### config.mk
export PLATFORM = sky130hd
export DESIGN_NAME = stream_downscale
export DESIGN_NICKNAME = d
export VERILOG_FILES = /design/src/rtl/stream_downscale.sv
export SDC_FILE = /design/constraint.sdc
export NUM_CORES = 1
export LEC_CHECK = 0
export BUFFER_PORTS_ARGS = -buffer_cell sky130_fd_sc_hd__clkbuf_2
export CORE_ASPECT_RATIO = 1.4
export CORE_MARGIN = 8
export CORE_UTILIZATION = 50
export CTS_CLUSTER_DIAMETER = 150
export CTS_CLUSTER_SIZE = 12
export DETAILED_ROUTE_END_ITERATION = 10
export PLACE_DENSITY = 0.87
export SETUP_SLACK_MARGIN = 0.5
export SLEW_MARGIN = 20
export SYNTH_ARGS = -nofsm -noshare
export SYNTH_HDL_FRONTEND = slang
export SYNTH_SLANG_ARGS = --single-unit
export TNS_END_PERCENT = 50
### constraint.sdc
create_clock -name clk -period 8.3 [get_ports clk]
set_input_delay 1.245 -clock clk [delete_from_list [all_inputs] [get_ports clk]]
set_output_delay 1.245 -clock clk [all_outputs]
set_load 0.03 [all_outputs]
### src/rtl/stream_downscale.sv
// Wide-to-narrow stream splitter: one held input beat is emitted as packed M-lane output beats, latency 1.
// Optional packet counter output enabled by STREAM_DOWNSCALE_PKT_CNT_EN; input stalls until the held beat drains.
module stream_downscale #(
  parameter int T_DATA_WIDTH = 8,
  parameter int S_KEEP_WIDTH = 6,
  parameter int M_KEEP_WIDTH = 2
) (
  input  logic                    clk,
  input  logic                    rst_n,
  input  logic [T_DATA_WIDTH-1:0] s_data_in [S_KEEP_WIDTH],
  input  logic [S_KEEP_WIDTH-1:0] s_keep_in,
  input  logic                    s_last_in,
  input  logic                    s_valid_in,
  output logic                    s_ready_out,
  output logic [T_DATA_WIDTH-1:0] m_data_out [M_KEEP_WIDTH],
  output logic [M_KEEP_WIDTH-1:0] m_keep_out,
  output logic                    m_last_out,
  output logic                    m_valid_out,
  input  logic                    m_ready_in
`ifdef STREAM_DOWNSCALE_PKT_CNT_EN
  ,
  output logic [15:0]             pkt_cnt_out
`endif
);

  logic [T_DATA_WIDTH-1:0] data_q [S_KEEP_WIDTH];
  logic [S_KEEP_WIDTH-1:0] keep_q;
  logic                    last_q;
  logic                    vld_q;

  logic [S_KEEP_WIDTH-1:0] emit_mask;
  logic                    final_beat;
  logic                    out_hs;
  logic                    in_hs;

  // keep_q is zero whenever the holder is empty, so outputs fall to zero without extra gating.
  always_comb begin
    int cnt;
    cnt       = 0;
    emit_mask = '0;
    m_keep_out = '0;
    for (int j = 0; j < M_KEEP_WIDTH; j++) begin
      m_data_out[j] = '0;
    end
    for (int i = 0; i < S_KEEP_WIDTH; i++) begin
      if (keep_q[i]) begin
        for (int j = 0; j < M_KEEP_WIDTH; j++) begin
          if (cnt == j) begin
            m_data_out[j] = data_q[i];
            m_keep_out[j] = 1'b1;
            emit_mask[i]  = 1'b1;
          end
        end
        cnt = cnt + 1;
      end
    end
  end

  assign final_beat  = (keep_q & ~emit_mask) == '0;
  assign m_valid_out = vld_q;
  assign m_last_out  = vld_q & last_q & final_beat;
  assign out_hs      = vld_q & m_ready_in;
  assign s_ready_out = ~vld_q | (out_hs & final_beat);
  assign in_hs       = s_valid_in & s_ready_out;

  // A new beat may load in the same cycle the final output beat leaves, giving bubble-free flow.
  always_ff @(posedge clk or negedge rst_n) begin
    if (!rst_n) begin
      vld_q  <= 1'b0;
      keep_q <= '0;
      last_q <= 1'b0;
      data_q <= '{default: '0};
    end else begin
      if (out_hs) begin
        keep_q <= keep_q & ~emit_mask;
        if (final_beat) begin
          vld_q  <= 1'b0;
          last_q <= 1'b0;
        end
      end
      if (in_hs && (|s_keep_in || s_last_in)) begin
        vld_q  <= 1'b1;
        keep_q <= s_keep_in;
        last_q <= s_last_in;
        data_q <= s_data_in;
      end
    end
  end

`ifdef STREAM_DOWNSCALE_PKT_CNT_EN
  logic [15:0] pkt_cnt_q;

  always_ff @(posedge clk or negedge rst_n) begin
    if (!rst_n) begin
      pkt_cnt_q <= '0;
    end else if (out_hs && m_last_out) begin
      pkt_cnt_q <= pkt_cnt_q + 16'd1;
    end
  end

  assign pkt_cnt_out = pkt_cnt_q;
`endif

endmodule

* Word-level counts from Yosys, hierarchy flattened
Index checks and enable logic that the tools add are counted.
W data, S select, Z words.
** Storage, ports and cells
- Bits in registers :: 56
- Input port bits :: 59
** Operators by class
- Add/subtract/negate cells :: 4
- Equal/unequal tests :: 5
- Mux-type cells :: 58
- Bitwise logic cells :: 9
- Reductions and logical operators :: 12
** Operators by type and width (count)
- $eq A32 B2 Y1 const B :: 5
- $logic_not A32 Y1 :: 5
- $add A32 B2 Y32 const B :: 4
- $mux W32 :: 4
- $mux W8 :: 11
- $mux W16 :: 5
- $mux W1 :: 31
- $mux W6 :: 2
- $mux W2 :: 5
- $and A6 B6 Y6 :: 1
- $logic_not A6 Y1 :: 1
- $not A6 Y6 :: 1
- $reduce_or A6 Y1 :: 1
- $and A1 B1 Y1 :: 5
- $reduce_bool A2 Y1 :: 2
- $reduce_and A2 Y1 :: 1
- $logic_and A1 B1 Y1 :: 1
- $logic_or A1 B1 Y1 :: 1
- $not A1 Y1 :: 1
- $or A1 B1 Y1 :: 1

* Depth between registers and ports, before layout
Gate-level depths: netlist (run 1).
- Depth after elaboration :: 22
- Gate-level depth with buffers :: 17
- Gate-level depth less buffers :: 14

* Worst setup path before layout (run 1)
No wires, ideal clock.
- Kind :: reg-to-output
- Start point :: register keep_q[0]
- End point :: output port s_ready_out
- Data arrival time :: 3.556 ns
- Required time :: 7.055 ns
- Path slack :: 3.499 ns
- Cell stages (with the launch flop) :: 13
- Buffers on the path :: 1
- Cell sequence :: dfrtp_1 > clkbuf_1 > inv_1 > fa_1 > ha_1 > nand2_1 > o21ai_0 > ha_1 > nand2_1 > o21ai_0 > o31ai_1 > o31ai_4 > o21ai_0
** Between the ends
- Word-level cells in the longest chain between the ends :: 18
- Elaborated cells between the ends (all ways) :: 40
- Those cells by class :: add/sub (4); eq/ne (5); mux (21); bitwise (4); reduce/logical (6)
** Ends and longest elaborated chain
- start, declared :: line 27 : logic [S_KEEP_WIDTH-1:0] keep_q;
- start signal, assigned :: line 75 : keep_q <= keep_q & ~emit_mask;
- start signal, assigned :: line 83 : keep_q <= s_keep_in;
- $mux W1 :: line 46 : if (keep_q[i]) begin
- $add A32 B2 Y32 :: line 54 : cnt = cnt + 1;
- $mux W32 :: line 46
- $add A32 B2 Y32 :: line 54
- $mux W32 :: line 46
- $add A32 B2 Y32 :: line 54
- $mux W32 :: line 46
- $add A32 B2 Y32 :: line 54
- $mux W32 :: line 46
- $logic_not A32 Y1 :: line 48 : if (cnt == j) begin
- $mux W1 (2 in a row) :: line 48
- $mux W1 :: line 46
- $not A6 Y6 :: line 59 : assign final_beat = (keep_q & ~emit_mask) == '0;
- $and A6 B6 Y6 * :: line 59
- $logic_not A6 Y1 * :: line 59
- $and A1 B1 Y1 * :: line 63 : assign s_ready_out = ~vld_q | (out_hs & final_beat);
- $or A1 B1 Y1 * :: line 63
- end, declared :: line 14 : output logic s_ready_out,
Mark *: on every way between the ends. The rest lies on a longest branch, timed or not.

==> impl_metrics.py, run 1 <==
metrics = {
    "status": {
        "outcome": "completed",
    },
    "sta": {
        "relSlewSlack_pct": 39.7,
        "layout_worst_path_cycle_share_pct": 67.4,
        "finalSetupViolCount": 0,
        "finalHoldViolCount": 0,
        "setup_tns_ps": 0,
        "maxSlewViolCount": 0,
        "rsz0062_at_grt": "false",
        "worst_pin_slew_ps": 897,
        "finalCriticalPeriod_ps": 5590,
        "max_freq_mhz": 179,
        "fin_skew_ps": 6.98,
    },
    "synthesis": {
        "yosysWarnings": 0,
        "synth_top_cell_area_share_pct": 39.2,
        "synth_edf_count": 0,
        "syn_avg_cell_area_um2": 11.7,
        "syn_nets": 375,
        "synthTopCellsByArea": "dfrtp_1 (39%), mux2_4 (17%), mux2_2 (9.1%), a22oi_1 (3.8%), a21oi_1 (3.5%)",
        "synth_top_area_cell": "dfrtp_1",
        "synthCells": 306,
        "ys_seq_area_share_pct": 39.2,
        "netlist_area_um2": 3580,
        "synth_top_flop_cell": "dfrtp_1",
        "ys_types": 48,
        "async_flop_share_pct": 100,
        "ys_ff_latch": 56,
    },
    "clock_tree": {
        "cts_buffer_depth": 2,
        "cts_setup_buffers": 0,
        "post_cts_resized": 0,
        "htree_levels": 2,
        "clk-insertion-delay-late_ps": 310,
        "cts_buffers": 5,
        "holdBufCountCts": 0,
        "cts_tree": "done",
        "cts.sink_count": 56,
        "clkTransAtPathRegs_ps": 100,
        "ctsRootBufferMaster": "clkbuf_8",
    },
    "critical_path": {
        "slowest_stage": "dfrtp_1",
        "crit_arrival_ps": 4350,
        "cp_top_family": "simple AND/OR/NAND/NOR gates",
        "crit_buf_inv": 2,
        "startpoint_type": "flop",
        "crit_path_max_fanout": 18,
        "slowest_delay_ps": 520,
        "crit_path_end_kind": "primary output",
        "required_ps": 7050,
        "worstSetupPathType": "reg2out",
        "path_cells": "inv_1, ha_1, nand2_4, o21ai_1, ha_1, nand2_1, o21ai_0, ha_1, nand2_1, o21ai_0, nor3_1, o21a_1, and3_1, mux2_2, clkbuf_2",
        "crit_top_cell": "ha_1",
    },
    "detailed_routing": {
        "wl_um": 8580,
        "vias": 2605,
        "viasPerCell": 5.52,
        "firstDrtPassIters": 4,
        "drtIter0Drc": 241,
        "drtAntennaViolNets": 0,
        "drcViolationCount": 0,
        "routedWlPerCell_um": 18.2,
    },
    "floorplanning": {
        "die_area_um2": 10200,
        "start_util_pct": 51.6,
        "die_w_um": 87.5,
        "io_pins": 80,
        "core_um2": 6940,
        "die_height_um": 116,
        "rows": 36,
    },
    "cells_and_area": {
        "num_antenna_cells": 0,
        "synthToLayoutAreaGrowth_pct": 14.7,
        "final_common_cell": "clkbuf_2",
        "mostFrequentLayoutCells": "clkbuf_2 (79), dfrtp_1 (56), mux2_4 (40)",
        "drive_gt1_share_pct": 44.6,
        "final_nets": 445,
    },
    "grt": {
        "overflow": 0,
        "use_met1_pct": 20.2,
        "grt_pass1_wl_um": 14100,
        "grt_use_met3_pct": 3.03,
        "grt_pass1_vias": 2885,
        "grtUsageMet2_pct": 30.1,
        "top_usage_layer": "met2",
        "antenna_found_initial": 0,
        "grt_max_degree": 57,
        "grt_use_total_pct": 17.6,
    },
    "job": {
        "cap_violations": 0,
    },
    "place": {
        "dpl.hpwl_um": 6510,
        "gp_congestion": 0.949,
        "io_buffer_count": 79,
    },
    "hold_path": {
        "hold_class": "reg2reg",
    },
}
-- routing by layer --
layer	up-vias	wire length, um
met2	87	4320
li1	1247	-
met3	24	320
met5	-	0
met4	0	322
met1	1247	3610
-- cells in the mapped netlist (2+ instances only) --
cell type   n
a21oi_1    25
a32o_1      3
nand3_1     4
nand4_1     2
o21ai_0     4
mux2_1      3
clkbuf_1    5
dfrtp_1    56
nor3_1      3
nand2_1     9
xnor2_1     2
a21o_1      4
or3_1       2
mux2_4     40
or2_2       2
mux2i_1     8
buf_2       6
mux2_2     29
o31ai_4     2
a22oi_1    18
ha_1        9
inv_1      11
nor2_1     30
buf_6       5
-- worst paths after layout --
check,start,endpoint,slack (ps),depth (start not counted)
max,keep_q[0]$_DFFE_PN0P_,m_data_out[8],2710,15
min,data_q[42]$_DFFE_PN0P_,data_q[42]$_DFFE_PN0P_,530,1
max reg2reg,keep_q[0]$_DFFE_PN0P_,data_q[7]$_DFFE_PN0P_,3710,15
min reg2reg,data_q[42]$_DFFE_PN0P_,data_q[42]$_DFFE_PN0P_,530,1
max in group asynchronous,rst_n,keep_q[2]$_DFFE_PN0P_,6760,2
min in group asynchronous,rst_n,data_q[39]$_DFFE_PN0P_,1050,2
-- registers in the layout, indices dropped and copies added (netlist names) --
register	flops
m_valid_out	1
last_q	1
keep_q	6
data_q	48
-- metrics by stage --
step                      utilization [%]  setup slack [ps]  cell area, um^2  instances  hold WS [ps]
after floorplan                         -              3500             3580        306           469
after global placement               57.5              3420             3990        464           503
after detailed placement             57.5              3220             3990        464           496
after CTS                            59.1              2750             4100        472           531
after global routing                 59.1              2390             4100        472           561
final                                59.1              2710             4100        472           530
-- cell families (layout without fill, tap and decap cells) --
| kind of cell | Yosys count | in the layout | synth area share, % |
|---|---|---|---|
| AO/OA/AOI/OAI | 67 | 67 | 13.6 |
| XOR/XNOR | 3 | 3 | 0.944 |
| adder cells (fa/ha/maj) | 10 | 10 | 3.71 |
| buffers and inverters | 29 | 100 | 4.41 |
| flip-flops | 56 | 56 | 39.2 |
| multiplexers | 80 | 80 | 29.1 |
| AND/OR/NAND/NOR | 61 | 61 | 9.09 |
-- final cells by class --
cell class,instances,area [um^2]
fillers,579,2830
multi-input cells,221,2020
flip-flops and latches,56,1400
repair buffers,81,410
well taps,95,119
clock buffers,6,72.6
inverters,11,41.3
clock inverters,2,38.8
Power of run 1 is left out: the tool's default activity adds up to more than one toggle a clock period on the data nets, which glitch-free logic cannot reach.
==> run 2, diff against run 1 <==
--- a/config.mk
+++ b/config.mk
@@ -8,11 +8,11 @@
 export BUFFER_PORTS_ARGS = -buffer_cell sky130_fd_sc_hd__clkbuf_2
 export CORE_ASPECT_RATIO = 1.4
 export CORE_MARGIN = 8
-export CORE_UTILIZATION = 50
+export CORE_UTILIZATION = 49
 export CTS_CLUSTER_DIAMETER = 150
 export CTS_CLUSTER_SIZE = 12
 export DETAILED_ROUTE_END_ITERATION = 10
-export PLACE_DENSITY = 0.87
+export PLACE_DENSITY = 0.88
 export SETUP_SLACK_MARGIN = 0.5
 export SLEW_MARGIN = 20
 export SYNTH_ARGS = -nofsm -noshare
==> constraint.sdc (replaced) <==
create_clock -name clk -period 4.53 [get_ports clk]
set_input_delay 0.6795 -clock clk [delete_from_list [all_inputs] [get_ports clk]]
set_output_delay 0.6795 -clock clk [all_outputs]
set_load 0.03 [all_outputs]
==> impl_metrics.py, run 2 (synthesis gave the netlist of run 1 again) <==
metrics = {
    "detailed_routing": {
        "routedWlPerCell_um": 20.3,
        "dr_wl_met3_um": 580,
        "viasPerCell": 5.85,
        "wl_um": 10100,
        "routed-wl-met2_um": 5300,
        "drtIter0Drc": 199,
        "drcViolationCount": 0,
        "met1Wirelength_um": 3830,
        "top_layer_used": "met4",
        "drtAntennaViolNets": 0,
        "firstDrtPassIters": 5,
        "vias": 2920,
    },
    "sta": {
        "fin_skew_ps": 11.1,
        "worst_pin_slew_ps": 1040,
        "finalSetupViolCount": 0,
        "max_freq_mhz": 239,
        "rsz0062_at_grt": "true",
        "postLayoutSetupSlackWorst_ps": 347,
        "setup_tns_ps": 0,
        "finalHoldViolCount": 0,
        "relSlewSlack_pct": 30.3,
        "finalCriticalPeriod_ps": 4180,
        "layout_worst_path_cycle_share_pct": 92.3,
        "maxSlewViolCount": 0,
    },
    "clock_tree": {
        "cts_buffers": 5,
        "holdBufCountCts": 0,
        "cts_tree": "done",
        "cts_buffer_depth": 2,
        "htree_levels": 2,
        "clk-insertion-delay-late_ps": 320,
        "clkTransAtPathRegs_ps": 110,
        "cts.sink_count": 56,
        "ctsRootBufferMaster": "clkbuf_8",
    },
    "cells_and_area": {
        "mostFrequentLayoutCells": "clkbuf_2 (71), dfrtp_1 (56), mux2_4 (48)",
        "final_nets": 470,
        "synthToLayoutAreaGrowth_pct": 27.5,
        "top_regs": "data_q (48), keep_q (6)",
        "num_antenna_cells": 0,
        "final_cells": 499,
        "top_register": "data_q",
        "drive_gt1_share_pct": 53.5,
        "largest_register_ff_count": 48,
        "fin_util_pct": 63.2,
        "final_common_cell": "clkbuf_2",
    },
    "grt": {
        "grt_max_degree": 57,
        "antenna_found_initial": 0,
        "grt_use_total_pct": 19.8,
        "grt_pass1_vias": 3149,
        "overflow": 0,
        "grt_pass1_wl_um": 16100,
    },
    "critical_path": {
        "required_ps": 3850,
        "startpoint_type": "flop",
        "crit_path_max_fanout": 4,
        "crit_arrival_ps": 3500,
        "crit_path_end_kind": "primary output",
        "worstSetupPathType": "reg2out",
    },
    "job": {
        "cap_violations": 0,
    },
    "status": {
        "outcome": "completed",
    },
    "place": {
        "dp_worst_setup_slack_ps": 237,
        "io_buffer_count": 79,
        "gp_congestion": 0.872,
        "dpl.hpwl_um": 6720,
        "dpl.cell_count": 469,
    },
    "floorplanning": {
        "io_pins": 80,
        "start_util_pct": 49.5,
        "core_um2": 7220,
        "die_area_um2": 10300,
        "die_w_um": 88.2,
        "die_height_um": 117,
        "rows": 37,
    },
    "hold_path": {
        "hold_class": "in2async",
    },
}
==> run 2: timing repair <==
item / CTS / global route
pin swaps: 6 / 5
setup buffers: 17 / 5
resized for setup: 50 / 14
setup endpoints to repair: 20 / 20
==> run 2: per-layer routing <==
metal  vias to the layer above  track usage [%]
li1                       1304                -
met1                      1452             22.6
met2                       128             34.3
met3                        36             3.63
met4                         0             10.2
met5                         -                0
==> run 2: final cells by class <==
| class | instances | area [um^2] |
|---|---|---|
| Fill cell | 533 | 2660 |
| Multi-Input combinational cell | 221 | 2200 |
| Sequential cell | 56 | 1400 |
| Timing Repair Buffer | 106 | 686 |
| Tap cell | 97 | 121 |
| Clock buffer | 5 | 68.8 |
| Clock inverter | 3 | 46.3 |
| Inverter | 11 | 41.3 |
==> run 2: worst max-delay path, cell delays in order, from the launching register on <==
cell and delay, ps:
dfrtp_1 410, inv_2 90, fa_2 500, ha_4 320, nand2_4 50, o21ai_2 90, ha_2 220, nand2_2 70
a31oi_2 180, o311a_1 210, o21a_1 150, nor3b_4 250, buf_6 170, mux2_4 320, buf_8 140
==> run 2: stage by stage <==
stage,hold slack (ps),instance area [um^2]
detailed placement,495,4020
floorplan,384,3580
global placement,480,4020
finish,477,4560
CTS,523,4490
global route,544,4560
==> run 2: final timing paths <==
kind / startpoint / end / slack (ps) / cells past startpoint
worst min register to register: data_q[40]$_DFFE_PN0P_ / data_q[40]$_DFFE_PN0P_ / 520 / 1
worst max register to register: keep_q[2]$_DFFE_PN0P_ / data_q[45]$_DFFE_PN0P_ / 800 / 13
worst max-delay path: keep_q[0]$_DFFE_PN0P_ / m_data_out[3] / 350 / 14
max in group asynchronous: rst_n / data_q[36]$_DFFE_PN0P_ / 3590 / 2
worst min-delay path: rst_n / keep_q[3]$_DFFE_PN0P_ / 480 / 2
min in group clk: data_q[40]$_DFFE_PN0P_ / data_q[40]$_DFFE_PN0P_ / 520 / 1
Power of run 2 is left out for the same reason.
==> run 3, diff against run 2 <==
--- a/config.mk
+++ b/config.mk
@@ -6,13 +6,15 @@
 export NUM_CORES = 1
 export LEC_CHECK = 0
 export BUFFER_PORTS_ARGS = -buffer_cell sky130_fd_sc_hd__clkbuf_2
+export CELL_PAD_IN_SITES_DETAIL_PLACEMENT = 0
+export CELL_PAD_IN_SITES_GLOBAL_PLACEMENT = 1
 export CORE_ASPECT_RATIO = 1.4
 export CORE_MARGIN = 8
-export CORE_UTILIZATION = 49
+export CORE_UTILIZATION = 39
 export CTS_CLUSTER_DIAMETER = 150
 export CTS_CLUSTER_SIZE = 12
 export DETAILED_ROUTE_END_ITERATION = 10
-export PLACE_DENSITY = 0.88
+export PLACE_DENSITY = 0.89
 export SETUP_SLACK_MARGIN = 0.5
 export SLEW_MARGIN = 20
 export SYNTH_ARGS = -nofsm -noshare
==> impl_metrics.py, run 3 (synthesis gave the netlist of run 1 again) <==
metrics = {
    "sta": {
        "worst_pin_slew_ps": 1090,
        "relSlewSlack_pct": 26.5,
        "rsz0062_at_grt": "true",
        "finalCriticalPeriod_ps": 4190,
        "setup_tns_ps": 0,
        "layout_worst_path_cycle_share_pct": 92.5,
        "maxSlewViolCount": 0,
        "postLayoutSetupSlackWorst_ps": 340,
        "fin_skew_ps": 8.76,
        "max_freq_mhz": 239,
        "whs_ps": 519,
        "finalSetupViolCount": 0,
        "finalHoldViolCount": 0,
    },
    "grt": {
        "antenna_found_initial": 0,
        "grt_pass1_wl_um": 15300,
        "grt_max_degree": 57,
        "grt_pass1_vias": 2929,
        "grt_use_total_pct": 14.9,
        "overflow": 0,
    },
    "place": {
        "place_area_um2": 4060,
        "gp_congestion": 0.814,
        "dpl.hpwl_um": 6830,
        "dp_worst_setup_slack_ps": 333,
        "io_buffer_count": 79,
    },
    "detailed_routing": {
        "drtIter0Drc": 122,
        "viasPerCell": 5.39,
        "drtAntennaViolNets": 0,
        "drcViolationCount": 0,
        "firstDrtPassIters": 4,
        "routedWlPerCell_um": 19.3,
        "wl_um": 9730,
        "vias": 2710,
    },
    "critical_path": {
        "required_ps": 3850,
        "rr_worst_depth": 13,
        "crit_start": "keep_q[1]$_DFFE_PN0P_",
        "worstSetupPathType": "reg2out",
        "crit_arrival_ps": 3510,
        "r2r_end": "data_q[5]$_DFFE_PN0P_",
        "crit_path_end_kind": "primary output",
        "crit_path_max_fanout": 5,
        "startpoint_type": "flop",
        "reg2reg_slack_ps": 860,
        "endpoint": "m_data_out[4]",
        "rr_startpoint": "keep_q[1]$_DFFE_PN0P_",
    },
    "clock_tree": {
        "cts.sink_count": 56,
        "holdBufCountCts": 0,
        "clk-insertion-delay-late_ps": 300,
        "htree_levels": 2,
        "clkTransAtPathRegs_ps": 70,
        "cts_tree": "done",
        "ctsRootBufferMaster": "clkbuf_16",
        "cts_buffers": 5,
        "cts_buffer_depth": 2,
    },
    "job": {
        "cap_violations": 0,
    },
    "cells_and_area": {
        "drive_gt1_share_pct": 52.0,
        "top_regs": "data_q (48), keep_q (6)",
        "final_area_um2": 4630,
        "synthToLayoutAreaGrowth_pct": 29.4,
        "top_register": "data_q",
        "final_nets": 464,
        "final_common_cell": "clkbuf_2",
        "largest_register_ff_count": 48,
        "mostFrequentLayoutCells": "clkbuf_2 (64), dfrtp_1 (56), mux2_4 (54)",
        "num_antenna_cells": 0,
    },
    "floorplanning": {
        "start_util_pct": 39.9,
        "rows": 41,
        "die_height_um": 129,
        "io_pins": 80,
        "core_um2": 8980,
        "die_area_um2": 12500,
        "die_w_um": 97.0,
    },
    "status": {
        "outcome": "completed",
    },
    "hold_path": {
        "hold_class": "in2async",
    },
}
==> run 3: layout make-up <==
| cell class | count | area, um^2 |
|---|---|---|
| flip-flops and latches | 56 | 1400 |
| repair buffers | 100 | 726 |
| multi-input cells | 221 | 2180 |
| clock buffers | 6 | 129 |
| well taps | 107 | 134 |
| clock inverters | 2 | 16.3 |
| inverters | 11 | 41.3 |
| fillers | 778 | 4350 |
==> run 3: layer usage <==
layer / vias to the layer above / GRT usage, % / wire (um)
li1: 1290 / - / -
met5: - / 0 / 0
met4: 0 / 7.27 / 246
met3: 18 / 2.82 / 444
met1: 1321 / 18.0 / 4060
met2: 81 / 25.1 / 4980
==> run 3: timing repair <==
item,4_1_cts,5_1_grt
pin swaps,6,4
buffers inserted,9,4
endpoints found under the hold margin,0,0
resized for setup,55,32
endpoints found under the setup margin,20,19
gates cloned,1,0
==> run 3: stage by stage <==
| step | utilization, % | instances |
|---|---|---|
| 3_3_place_gp | 45.2 | 481 |
| 3_5_place_dp | 45.2 | 481 |
| 5_1_grt | 51.6 | 503 |
| 6_report | 51.6 | 503 |
| 4_1_cts | 50.4 | 499 |
| 2_1_floorplan | - | 306 |
==> run 3: worst min path at each step <==
| stage | endpoint | startpoint | slack, ps | cells after the start |
|---|---|---|---|---|
| 5_1_grt | data_q[40]$_DFFE_PN0P_ | data_q[40]$_DFFE_PN0P_ | 540 | 1 |
| 6_report | data_q[36]$_DFFE_PN0P_ | rst_n | 520 | 2 |
| 3_5_place_dp | data_q[1]$_DFFE_PN0P_ | data_q[1]$_DFFE_PN0P_ | 490 | 1 |
| 4_1_cts | data_q[2]$_DFFE_PN0P_ | data_q[2]$_DFFE_PN0P_ | 520 | 1 |
| 2_1_floorplan | data_q[0]$_DFFE_PN0P_ | rst_n | 380 | 0 |
| 3_3_place_gp | data_q[2]$_DFFE_PN0P_ | data_q[2]$_DFFE_PN0P_ | 480 | 1 |
==> run 3: critical path, stage by stage, from the launching register on <==
cell and delay, ps:
dfrtp_1 390, inv_2 100, fa_2 530, ha_4 330, nand2_4 50, o21ai_2 80
ha_2 200, nand2_2 60, a31oi_1 150, o311a_1 220, o21a_1 160, nor3b_4 280
buf_6 200, mux2_4 320, buf_8 140
Power of run 3 is left out for the same reason.
